## config.mk

```make
export PLATFORM = sky130hd
export DESIGN_NAME = uart_rx
export DESIGN_NICKNAME = d
export VERILOG_FILES = /design/src/rtl/uart_pkg.sv /design/src/rtl/sync_2ff.sv /design/src/rtl/uart_rx.sv
export SDC_FILE = /design/constraint.sdc
export NUM_CORES = 1
export LEC_CHECK = 0
export ABC_CLOCK_PERIOD_IN_PS = 3800
export CAP_MARGIN = 20
export CELL_PAD_IN_SITES_DETAIL_PLACEMENT = 1
export CELL_PAD_IN_SITES_GLOBAL_PLACEMENT = 1
export CORE_MARGIN = 4
export CORE_UTILIZATION = 50
export CTS_CLUSTER_DIAMETER = 120
export DETAILED_ROUTE_END_ITERATION = 8
export PLACE_DENSITY = 0.92
export SLEW_MARGIN = 20
export SYNTH_ARGS = -nofsm -noshare
export SYNTH_HDL_FRONTEND = slang
export SYNTH_SLANG_ARGS = --single-unit
```

## constraint.sdc

```tcl
create_clock -name i_Clock -period 3.8 [get_ports i_Clock]
set_clock_uncertainty 0.2 [all_clocks]
set_input_delay 0.57 -clock i_Clock [delete_from_list [all_inputs] [get_ports i_Clock]]
set_output_delay 0.57 -clock i_Clock [all_outputs]
set_load 0.02 [all_outputs]
```

## src/rtl/uart_pkg.sv

```systemverilog
// Shared types and constants for the 8N1 UART receive path.
package uart_pkg;

    typedef enum logic [2:0] {
        IDLE    = 3'd0,
        START   = 3'd1,
        DATA    = 3'd2,
        STOP    = 3'd3,
        CLEANUP = 3'd4
    } state_t;

    localparam int DATA_BITS = 8;
    localparam int IDX_W     = $clog2(DATA_BITS);

    // Offset from the start-bit edge to its centre, in clocks.
    function automatic int half_bit(input int clk_per_bit);
        return (clk_per_bit - 1) / 2;
    endfunction

endpackage

```

## src/rtl/sync_2ff.sv

```systemverilog
// Two-flop synchronizer for a single asynchronous input.
module sync_2ff #(
    parameter logic rst_val = 1'b1
) (
    input  logic i_Clock,
    input  logic i_Reset,
    input  logic i_D,
    output logic o_Q
);

    logic r_meta;
    logic r_sync;

    always_ff @(posedge i_Clock or posedge i_Reset) begin
        if (i_Reset) begin
            r_meta <= rst_val;
            r_sync <= rst_val;
        end else begin
            r_meta <= i_D;
            r_sync <= r_meta;
        end
    end

    assign o_Q = r_sync;

endmodule

```

## src/rtl/uart_rx.sv

```systemverilog
// 8N1 UART receiver: oversamples the line with i_Clock and strobes o_Rx_DV
// for one cycle per good frame, with the byte held in o_Rx_Byte.
//
// state   | meaning
// IDLE    | line idle, waiting for rx_s low
// START   | timing to the start-bit centre; high there means a glitch
// DATA    | sampling 8 data bits, LSB first, one per bit period
// STOP    | sampling the stop bit; high publishes the byte
// CLEANUP | one-cycle gap before IDLE
module uart_rx
    import uart_pkg::*;
#(
    parameter int clk_per_bit = 87
) (
    input  logic       i_Clock,
    input  logic       i_Reset,
    input  logic       i_Rx_Serial,
    output logic       o_Rx_DV,
    output logic [7:0] o_Rx_Byte
);

    localparam int HALF = half_bit(clk_per_bit);
    localparam int CW   = $clog2(clk_per_bit) + 1;

    localparam logic [CW-1:0]    C_HALF     = CW'(HALF);
    localparam logic [CW-1:0]    C_LAST     = CW'(clk_per_bit - 1);
    localparam logic [IDX_W-1:0] C_LAST_BIT = IDX_W'(DATA_BITS - 1);

    logic w_rx_s;

    state_t                 r_state;
    logic [CW-1:0]          r_cnt;
    logic [IDX_W-1:0]       r_idx;
    logic [DATA_BITS-1:0]   r_shift;
    logic                   r_dv;
    logic [DATA_BITS-1:0]   r_byte;

    state_t                 w_state_nxt;
    logic [CW-1:0]          w_cnt_nxt;
    logic [IDX_W-1:0]       w_idx_nxt;
    logic [DATA_BITS-1:0]   w_shift_nxt;
    logic                   w_dv_nxt;
    logic [DATA_BITS-1:0]   w_byte_nxt;

    sync_2ff #(
        .rst_val (1'b1)
    ) u_sync (
        .i_Clock (i_Clock),
        .i_Reset (i_Reset),
        .i_D     (i_Rx_Serial),
        .o_Q     (w_rx_s)
    );

    always_ff @(posedge i_Clock or posedge i_Reset) begin
        if (i_Reset) begin
            r_state <= IDLE;
            r_cnt   <= '0;
            r_idx   <= '0;
            r_shift <= '0;
            r_dv    <= 1'b0;
            r_byte  <= '0;
        end else begin
            r_state <= w_state_nxt;
            r_cnt   <= w_cnt_nxt;
            r_idx   <= w_idx_nxt;
            r_shift <= w_shift_nxt;
            r_dv    <= w_dv_nxt;
            r_byte  <= w_byte_nxt;
        end
    end

    // The strobe defaults low, so it can only ever last the one cycle after STOP.
    always_comb begin
        w_state_nxt = r_state;
        w_cnt_nxt   = r_cnt;
        w_idx_nxt   = r_idx;
        w_shift_nxt = r_shift;
        w_dv_nxt    = 1'b0;
        w_byte_nxt  = r_byte;
        case (r_state)
            IDLE: begin
                w_cnt_nxt = '0;
                w_idx_nxt = '0;
                if (!w_rx_s) begin
                    w_state_nxt = START;
                end
            end
            START: begin
                if (r_cnt == C_HALF) begin
                    w_cnt_nxt   = '0;
                    w_state_nxt = w_rx_s ? IDLE : DATA;
                end else begin
                    w_cnt_nxt = r_cnt + 1'b1;
                end
            end
            DATA: begin
                if (r_cnt == C_LAST) begin
                    w_cnt_nxt          = '0;
                    w_shift_nxt[r_idx] = w_rx_s;
                    if (r_idx == C_LAST_BIT) begin
                        w_idx_nxt   = '0;
                        w_state_nxt = STOP;
                    end else begin
                        w_idx_nxt = r_idx + 1'b1;
                    end
                end else begin
                    w_cnt_nxt = r_cnt + 1'b1;
                end
            end
            STOP: begin
                if (r_cnt == C_LAST) begin
                    w_cnt_nxt   = '0;
                    w_state_nxt = CLEANUP;
                    if (w_rx_s) begin
                        w_dv_nxt   = 1'b1;
                        w_byte_nxt = r_shift;
                    end
                end else begin
                    w_cnt_nxt = r_cnt + 1'b1;
                end
            end
            CLEANUP: begin
                w_state_nxt = IDLE;
            end
            default: begin
                w_state_nxt = IDLE;
                w_cnt_nxt   = '0;
                w_idx_nxt   = '0;
            end
        endcase
    end

    always_comb begin
        o_Rx_DV   = r_dv;
        o_Rx_Byte = r_byte;
    end

endmodule

```

# After elaboration in Yosys (flattened, before gate mapping)
# Index checks and enable logic that the tools add are counted.
# Widths: inputs -> output; s select.
dict set report op_classes {
  add_sub_neg 2
  bitwise 1
  order_cmp 2
  mux 19
  eq_ne 12
  reduce_logical 8
}
# cell n
set op_table {}
lappend op_table {{$pmux 8 s3} 1}
lappend op_table {{$mux 3} 7}
lappend op_table {{$mux 8} 2}
lappend op_table {{$pmux 3 s4} 1}
lappend op_table {{$ne 2x2->1 const B} 5}
lappend op_table {{$add 8x1->8 const B} 1}
lappend op_table {{$bwmux 8} 1}
lappend op_table {{$eq 8x6->1 const B} 1}
lappend op_table {{$eq 8x7->1 const B} 1}
lappend op_table {{$eq 3x2->1 const B} 2}
lappend op_table {{$eq 3x3->1 const B} 2}
lappend op_table {{$pmux 3 s2} 1}
lappend op_table {{$reduce_and 5->1} 1}
lappend op_table {{$lt 3x4->1 const B} 1}
lappend op_table {{$mux 1} 4}
lappend op_table {{$reduce_and 2->1} 2}
lappend op_table {{$add 3x1->3 const B} 1}
lappend op_table {{$demux 1 s3} 1}
lappend op_table {{$eq 3x1->1 const B} 1}
lappend op_table {{$ge 3x1->1 const B} 1}
lappend op_table {{$logic_not 3->1} 1}
lappend op_table {{$reduce_and 3->1} 1}
lappend op_table {{$reduce_or 3->1} 1}
lappend op_table {{$mux 2} 1}
lappend op_table {{3 further kinds} 3}
dict set report word_totals {
  output_inout_bits 9
  elab_cells 52
  reg_bits 33
  in_bits 3
}

# Longest topological paths before layout
# Gate-level depths: netlist (run 1).
dict set report logic_depth {
  word_depth 5
  mapped_depth 7
}

# Modules after synthesis
# A second synthesis (run 1) with hierarchy kept.
dict set report hier_totals {
  cells_unflattened 145
  area_unflattened_um2 1617.8
}
# module seq_area_each_um2 area_per_inst_um2 instances cells_per_inst
set modules_own_cells {}
lappend modules_own_cells {uart_rx 775.7 1561.5 1 142}
lappend modules_own_cells {sync_2ff 52.6 56.3 1 3}

# Least setup slack after synthesis (run 1)
# OpenSTA, ideal clock, no wires.
dict set report synth_path {
  path_type {reg-to-reg}
  from {reg r_cnt[0]}
  to {reg r_byte[0] (netlist: o_Rx_Byte[0])}
  t_arrival_ps 1711
  path_slack_ps 1764
  n_path_buf 1
  synth_period_minus_slack_ps 2036
  setup_ps 125
  path_stages_with_launch 8
  required_time_ps 3475
  path_cell_list {dfrtp_1 > inv_1 > ha_1 > nand3b_4 > nor3_4 > and3_4 > buf_12 > mux2_4}
}
dict set report synth_via {
  elab_chain_len 2
}
# element line
set synth_lines {}
lappend synth_lines {{from (decl)} uart_rx.sv:32} ;# logic [CW-1:0] r_cnt;
lappend synth_lines {{from (signal assigned)} uart_rx.sv:64} ;# r_cnt <= w_cnt_nxt;
lappend synth_lines {{$eq 8x7->1} uart_rx.sv:111} ;# if (r_cnt == C_LAST) begin
lappend synth_lines {{$reduce_and 3->1 (no source line)} -}
lappend synth_lines {{to (signal assigned)} uart_rx.sv:68} ;# r_byte <= w_byte_nxt;
lappend synth_lines {{to (decl)} uart_rx.sv:36} ;# logic [DATA_BITS-1:0] r_byte;
# No other way between the ends.
# A chain may end at the register's enable or synchronous reset.

# Worst setup path in the final report (run 1)
dict set report layout_path {
  from {reg r_cnt[0]}
  to {reg r_byte[4] (netlist: o_Rx_Byte[4])}
}
# The elaborated chain is that of the path after synthesis.

==> flow_metrics.env, run 1 <==
export IMPL_hold_start="u_sync.r_meta"
export IMPL_synthArstFlopShare_pct=100.0
export IMPL_pwr_share_clk_pct=31.1
export IMPL_ys_warnings_count=0
export IMPL_worst_slew_pin_slew_ps=644.0
export IMPL_synth_distinct_cells=42
export IMPL_syn_num_nets=160
export IMPL_p_int_uw=452.1
export IMPL_die_y_um=66.75
export IMPL_grt_ovfl_total=0
export IMPL_p_sw_uw=185.1
export IMPL_setup_tns_ps=0
export IMPL_grt_pass1_vias=1323
export IMPL_cts_resized=0
export IMPL_postCtsSetupBuffers=0
export IMPL_finalHoldViolCount=0
export IMPL_cp_data_arrival_time_ps=2270
export IMPL_whs_path_depth=0
export IMPL_ys_ff_latch=33
export IMPL_drtIter0Drc=70
export IMPL_cts_sinks=33
export IMPL_dpl_cell_count=203
export IMPL_start_util_pct=51.71
export IMPL_antenna_found_initial=0
export IMPL_ys_flop_type="dfrtp_1"
export IMPL_synth_edf_count=0
export IMPL_vdd_drop_max_uv=253.2
export IMPL_grt_pass1_wl_um=6375
export IMPL_synth_area_um2=1725
export IMPL_cts_tree="yes"
export IMPL_cp_max_fo=9
export IMPL_slew_headroom_pct=57.00
export IMPL_maxCapViolCount=0
export IMPL_p_sw_share_pct=29.05
export IMPL_status="complete, no violations"
export IMPL_vias=1204
export IMPL_dieArea_um2=4455
export IMPL_p_leak_nw=0.8640
export IMPL_finalSetupViolCount=0
export IMPL_fp_row_count=21
export IMPL_grt_usage_pct=19.47
export IMPL_min_to="u_sync.o_Q"
export IMPL_fin_area_um2=1906
export IMPL_dpl_hpwl_um=2529
export IMPL_grt_max_degree=33
export IMPL_htreeDepth=2
export IMPL_clkLatencyLatePin_ps=360
export IMPL_numCtsBuffers=5
export IMPL_r2r_end="o_Rx_Byte[4]"
export IMPL_start_kind="flip-flop"
export IMPL_grt_setup_unrepaired="no"
export IMPL_fmax_mhz=449.4
export IMPL_p_comb_share_pct=9.1
export IMPL_end_kind="flip-flop"
export IMPL_instances_no_fill=211
export IMPL_first_pass_iters=5
export IMPL_nets=171
export IMPL_cts_hold_buf=0
export IMPL_core_area_um2=3337
export IMPL_io_buffers=11
export IMPL_gp_congestion=0.8442
export IMPL_via_per_inst=5.706
export IMPL_wl_um=3609
export IMPL_worstSetupPathType="flip-flop to flip-flop"
export IMPL_timing_final_crit_share_pct=58.56
export IMPL_detail_route_antenna_nets=0
export IMPL_clk_pin_slew_ps=100
export IMPL_avgSynthCellArea_um2=11.28
export IMPL_hold_class="flip-flop to flip-flop"
export IMPL_reg2reg_slack_ps=1570
export IMPL_clock_path_buffers=2
export IMPL_diodes=0
export IMPL_wl_per_cell_um=17.10
export IMPL_slew_violations=0
export IMPL_power_per_cell_area_nw_per_um2=334.3
export IMPL_synthToLayoutAreaGrowth_pct=10.44
export IMPL_cts_root_buffer="clkbuf_4"
export IMPL_required_ps=3840
export IMPL_p_seq_share_pct=59.9
export IMPL_fillers=383
export IMPL_r2r_start="r_cnt[0]"
export IMPL_reg2reg_depth=6
export IMPL_fin_crit_ps=2225
export IMPL_drc=0
export IMPL_place_area_um2=1851
export IMPL_dieWidth_um=66.75
export IMPL_drive_gt1_share_pct=22.42
export IMPL_synth_seq_area_share_pct=48.01
export IMPL_netlist_instances=153
export IMPL_ios=12
==> power by group through the flow <==
stage	registers, mW	logic, mW	clock network (mW)
after CTS	0.381	0.0589	0.206
final	0.382	0.0577	0.198
after global placement	0.386	0.0527	0
after detailed placement	0.388	0.0575	0
after global routing	0.385	0.0655	0.221
after floorplan	0.374	0.0549	0
==> state kept, by name, summed over array words and instances (netlist names) <==
register and flops:
r_cnt 8, o_Rx_DV 1, r_shift 8, u_sync.o_Q 1, r_idx 3, o_Rx_Byte 8, u_sync.r_meta 1, r_state 3
==> placed cells by master, fill, tap and decap left out, drive strengths merged, types with 4 or more instances in the layout <==
master | netlist | final
nor3 | 4 | 4
nand4b | 4 | 4
inv | 4 | 4
nand2b | 4 | 4
nand3 | 8 | 8
nand2 | 11 | 11
ha | 4 | 4
clkbuf | 2 | 5
clkdlybuf4s50 | 0 | 11
a21oi | 4 | 4
and3 | 4 | 4
mux2 | 16 | 16
dfrtp | 31 | 31
nor2 | 10 | 10
nor2b | 5 | 5
o21ai | 9 | 9
==> cells by family (layout without fill, tap and decap cells) <==
family / Yosys count / count (layout) / synth area share (%)
adder cells (fa/ha/maj): 4 / 4 / 2.901
buffers and inverters: 13 / 25 / 4.206
multiplexers: 18 / 18 / 13.34
AO/OA/AOI/OAI: 26 / 26 / 9.935
AND/OR/NAND/NOR: 59 / 59 / 21.61
flip-flops: 33 / 33 / 48.01
==> how the worst max path moves through the flow <==
stage | from | endpoint | depth (start not counted)
after floorplan | r_cnt[0] | o_Rx_Byte[0] | 7
after global placement | i_Reset | u_sync.r_meta | 3
after detailed placement | r_cnt[0] | o_Rx_Byte[1] | 6
after CTS | r_cnt[0] | o_Rx_Byte[3] | 6
after global routing | r_cnt[0] | o_Rx_Byte[1] | 6
final | r_cnt[0] | o_Rx_Byte[4] | 6
==> cells in the mapped netlist (4+ instances only) <==
cell       n  area share [%]
a21oi_1    4             1.2
nand3_1    8             2.3
buf_2      6             1.7
o21ai_0    9             2.6
nand2_1   11             2.4
mux2_4     8             7.0
nor2_1    10             2.2
nand4b_1   4             2.0
ha_1       4             2.9
inv_1      4            0.87
nor2b_1    5             1.8
dfrtp_1   31              45
mux2_2     8             5.2
==> routing by layer <==
metal | track usage, % | share of wire (%) | up-vias
li1 | - | - | 571
met1 | 25.81 | 46 | 605
met2 | 30.20 | 49 | 21
met3 | 6.071 | 3.8 | 7
met4 | 6.345 | 1.4 | 0
met5 | 0 | 0 | -
==> area by class of cell <==
class | instances | area (um^2) | share of cell area (%)
clock inverter | 3 | 17.52 | 0.9192
clock buffer | 5 | 37.54 | 1.970
timing repair buffer | 13 | 125.1 | 6.566
inverter | 4 | 15.01 | 0.7879
sequential | 33 | 828.3 | 43.47
tap | 46 | 57.56 | 3.020
multi-input combinational | 107 | 824.5 | 43.27
==> worst max-delay path: stages (launching register included) <==
cell and delay (ps):
dfrtp_1 430, inv_1 120, ha_1 210, nand3b_4 130, nor3_4 350, and3_4 360, mux2_4 320
==> through the flow <==
stage               power, mW  utilization [%]  hold WS, ps  setup slack (ps)
floorplan              0.4288                -        145.2              1764
global placement       0.4386            55.46        149.4              1601
detailed placement     0.4452            55.46        149.9              1596
CTS                    0.6457            57.11        168.8              1571
global route           0.6713            57.11        171.1              1449
finish                 0.6371            57.11        166.3              1575
(Power assumes the default switching activity.)
==> inputs of run 2 (changes only) <==
ABC_CLOCK_PERIOD_IN_PS = 2300   (was 3800)
CORE_UTILIZATION = 46   (was 50)
PLACE_DENSITY = 0.87   (was 0.92)
clock period = 2.3 ns   (was 3.8 ns; I/O delays follow)
==> run 2 against run 1 <==
Net effect:
- core utilization rose by 0.54 points
- register-to-register slack got worse by 1300 ps
- global-route usage fell by 0.52 points
- critical path type unchanged
==> flow_metrics.env, run 2 (same netlist as run 1, synthesis figures left out) <==
export IMPL_numCtsBuffers=5
export IMPL_clkLatencyLatePin_ps=300
export IMPL_end_kind="flip-flop"
export IMPL_holdWs_ps=156.6
export IMPL_drc=0
export IMPL_instances_no_fill=213
export IMPL_vias=1242
export IMPL_diodes=0
export IMPL_layout_commonest_cell="dfrtp_1"
export IMPL_dieWidth_um=69.25
export IMPL_slew_headroom_pct=71.48
export IMPL_grt_max_degree=34
export IMPL_worstSetupPathType="flip-flop to flip-flop"
export IMPL_wl_per_cell_um=18.84
export IMPL_fin_area_um2=1999
export IMPL_fmax_mhz=494.7
export IMPL_cts_hold_buf=0
export IMPL_whs_path_depth=0
export IMPL_reg2reg_depth=6
export IMPL_fin_util_pct=57.65
export IMPL_r2r_start="r_cnt[0]"
export IMPL_ios=12
export IMPL_hold_class="flip-flop to flip-flop"
export IMPL_cp_max_fo=9
export IMPL_synthToLayoutAreaGrowth_pct=15.88
export IMPL_clk_pin_slew_ps=70
export IMPL_grt_usage_pct=18.95
export IMPL_slew_violations=0
export IMPL_required_ps=2290
export IMPL_gp_congestion=0.8160
export IMPL_core_area_um2=3468
export IMPL_r2r_end="o_Rx_Byte[7]"
export IMPL_die_y_um=69.25
export IMPL_via_per_inst=5.831
export IMPL_detail_route_antenna_nets=0
export IMPL_grt_pass1_vias=1336
export IMPL_finalHoldViolCount=0
export IMPL_vdd_drop_max_uv=367.8
export IMPL_min_to="u_sync.o_Q"
export IMPL_fin_crit_ps=2021
export IMPL_hold_start="u_sync.r_meta"
export IMPL_maxCapViolCount=0
export IMPL_grt_ovfl_total=0
export IMPL_cp_data_arrival_time_ps=2010
export IMPL_grt_setup_unrepaired="no"
export IMPL_fp_row_count=21
export IMPL_postCtsSetupBuffers=0
export IMPL_p_leak_nw=0.9125
export IMPL_cts_tree="yes"
export IMPL_setup_tns_ps=0
export IMPL_power_per_cell_area_nw_per_um2=697.2
export IMPL_drive_gt1_share_pct=22.75
export IMPL_antenna_found_initial=0
export IMPL_dieArea_um2=4795
export IMPL_start_util_pct=49.75
export IMPL_wl_um=4013
export IMPL_status="complete, no violations"
export IMPL_grt_pass1_wl_um=7100
export IMPL_worst_slew_pin_slew_ps=427.8
export IMPL_drtIter0Drc=91
export IMPL_cts_resized=0
export IMPL_clock_path_buffers=2
export IMPL_dpl_hpwl_um=2737
export IMPL_start_kind="flip-flop"
export IMPL_first_pass_iters=4
export IMPL_place_area_um2=1866
export IMPL_timing_final_crit_share_pct=87.88
export IMPL_cts_root_buffer="clkbuf_8"
export IMPL_reg2reg_slack_ps=280
export IMPL_layout_common_cells="dfrtp_1, nand2_1, clkdlybuf4s50_1"
export IMPL_dpl_cell_count=205
export IMPL_worstPathCellList="inv_1, ha_1, nand3b_4, nor3_4, and3_4, mux2_4"
export IMPL_cp_slowest_cell="dfrtp_1"
export IMPL_finalSetupViolCount=0
export IMPL_cts_sinks=33
export IMPL_max_stage_delay_ps=420
export IMPL_nets=173
export IMPL_htreeDepth=2
export IMPL_io_buffers=11
==> run 2: cell types whose count changed in the layout (fill, tap and decap cells not counted), sizes merged <==
cell	delta
clkinv	-1
clkinvlp	-1
bufinv	+2
buf	+2
==> run 2: through the flow <==
step	power (mW)	worst slack, ps
global route	1.452	137.5
detailed placement	0.7404	278.9
CTS	1.407	259.9
global placement	0.7302	369.9
finish	1.394	278.8
floorplan	0.7085	263.9
==> run 2: cell type report <==
class                           count  area (um^2)
Clock inverter                      3        65.06
Fill cell                         386         1469
Clock buffer                        5        68.82
Sequential cell                    33        828.3
Timing Repair Buffer               15        140.1
Tap cell                           46        57.56
Inverter                            4        15.01
Multi-Input combinational cell    107        824.5
==> run 2: worst max-delay path by stage <==
| stage | depth (start not counted) | startpoint | endpoint |
|---|---|---|---|
| 2_1_floorplan | 7 | r_cnt[0] | o_Rx_Byte[0] |
| 3_3_place_gp | 5 | r_cnt[1] | r_state[2] |
| 3_5_place_dp | 6 | r_cnt[0] | o_Rx_Byte[1] |
| 4_1_cts | 7 | r_cnt[0] | r_shift[6] |
| 5_1_grt | 7 | r_cnt[0] | r_shift[7] |
| 6_report | 6 | r_cnt[0] | o_Rx_Byte[7] |
==> run 2: routing by layer <==
metal | track usage, % | wire length [um] | up-vias
met5 | 0 | 0 | -
met4 | 9.111 | 113 | 0
met3 | 4.638 | 104 | 9
met2 | 30.51 | 1988 | 16
met1 | 23.77 | 1807 | 647
li1 | - | - | 570
==> run 2: power by group <==
| group | leakage [nW] | switching (mW) | internal (mW) |
|---|---|---|---|
| registers | 0.447 | 0.0355 | 0.596 |
| logic | 0.397 | 0.0620 | 0.0390 |
| clock network | 0.0681 | 0.231 | 0.430 |
==> run 2: critical path: cells and delay by family (launching register included) <==
kind / cells / cell delay (ps)
mux: 1 / 320
flops: 1 / 420
buf+inv: 1 / 110
simple gates: 3 / 650
fa+ha+maj: 1 / 200
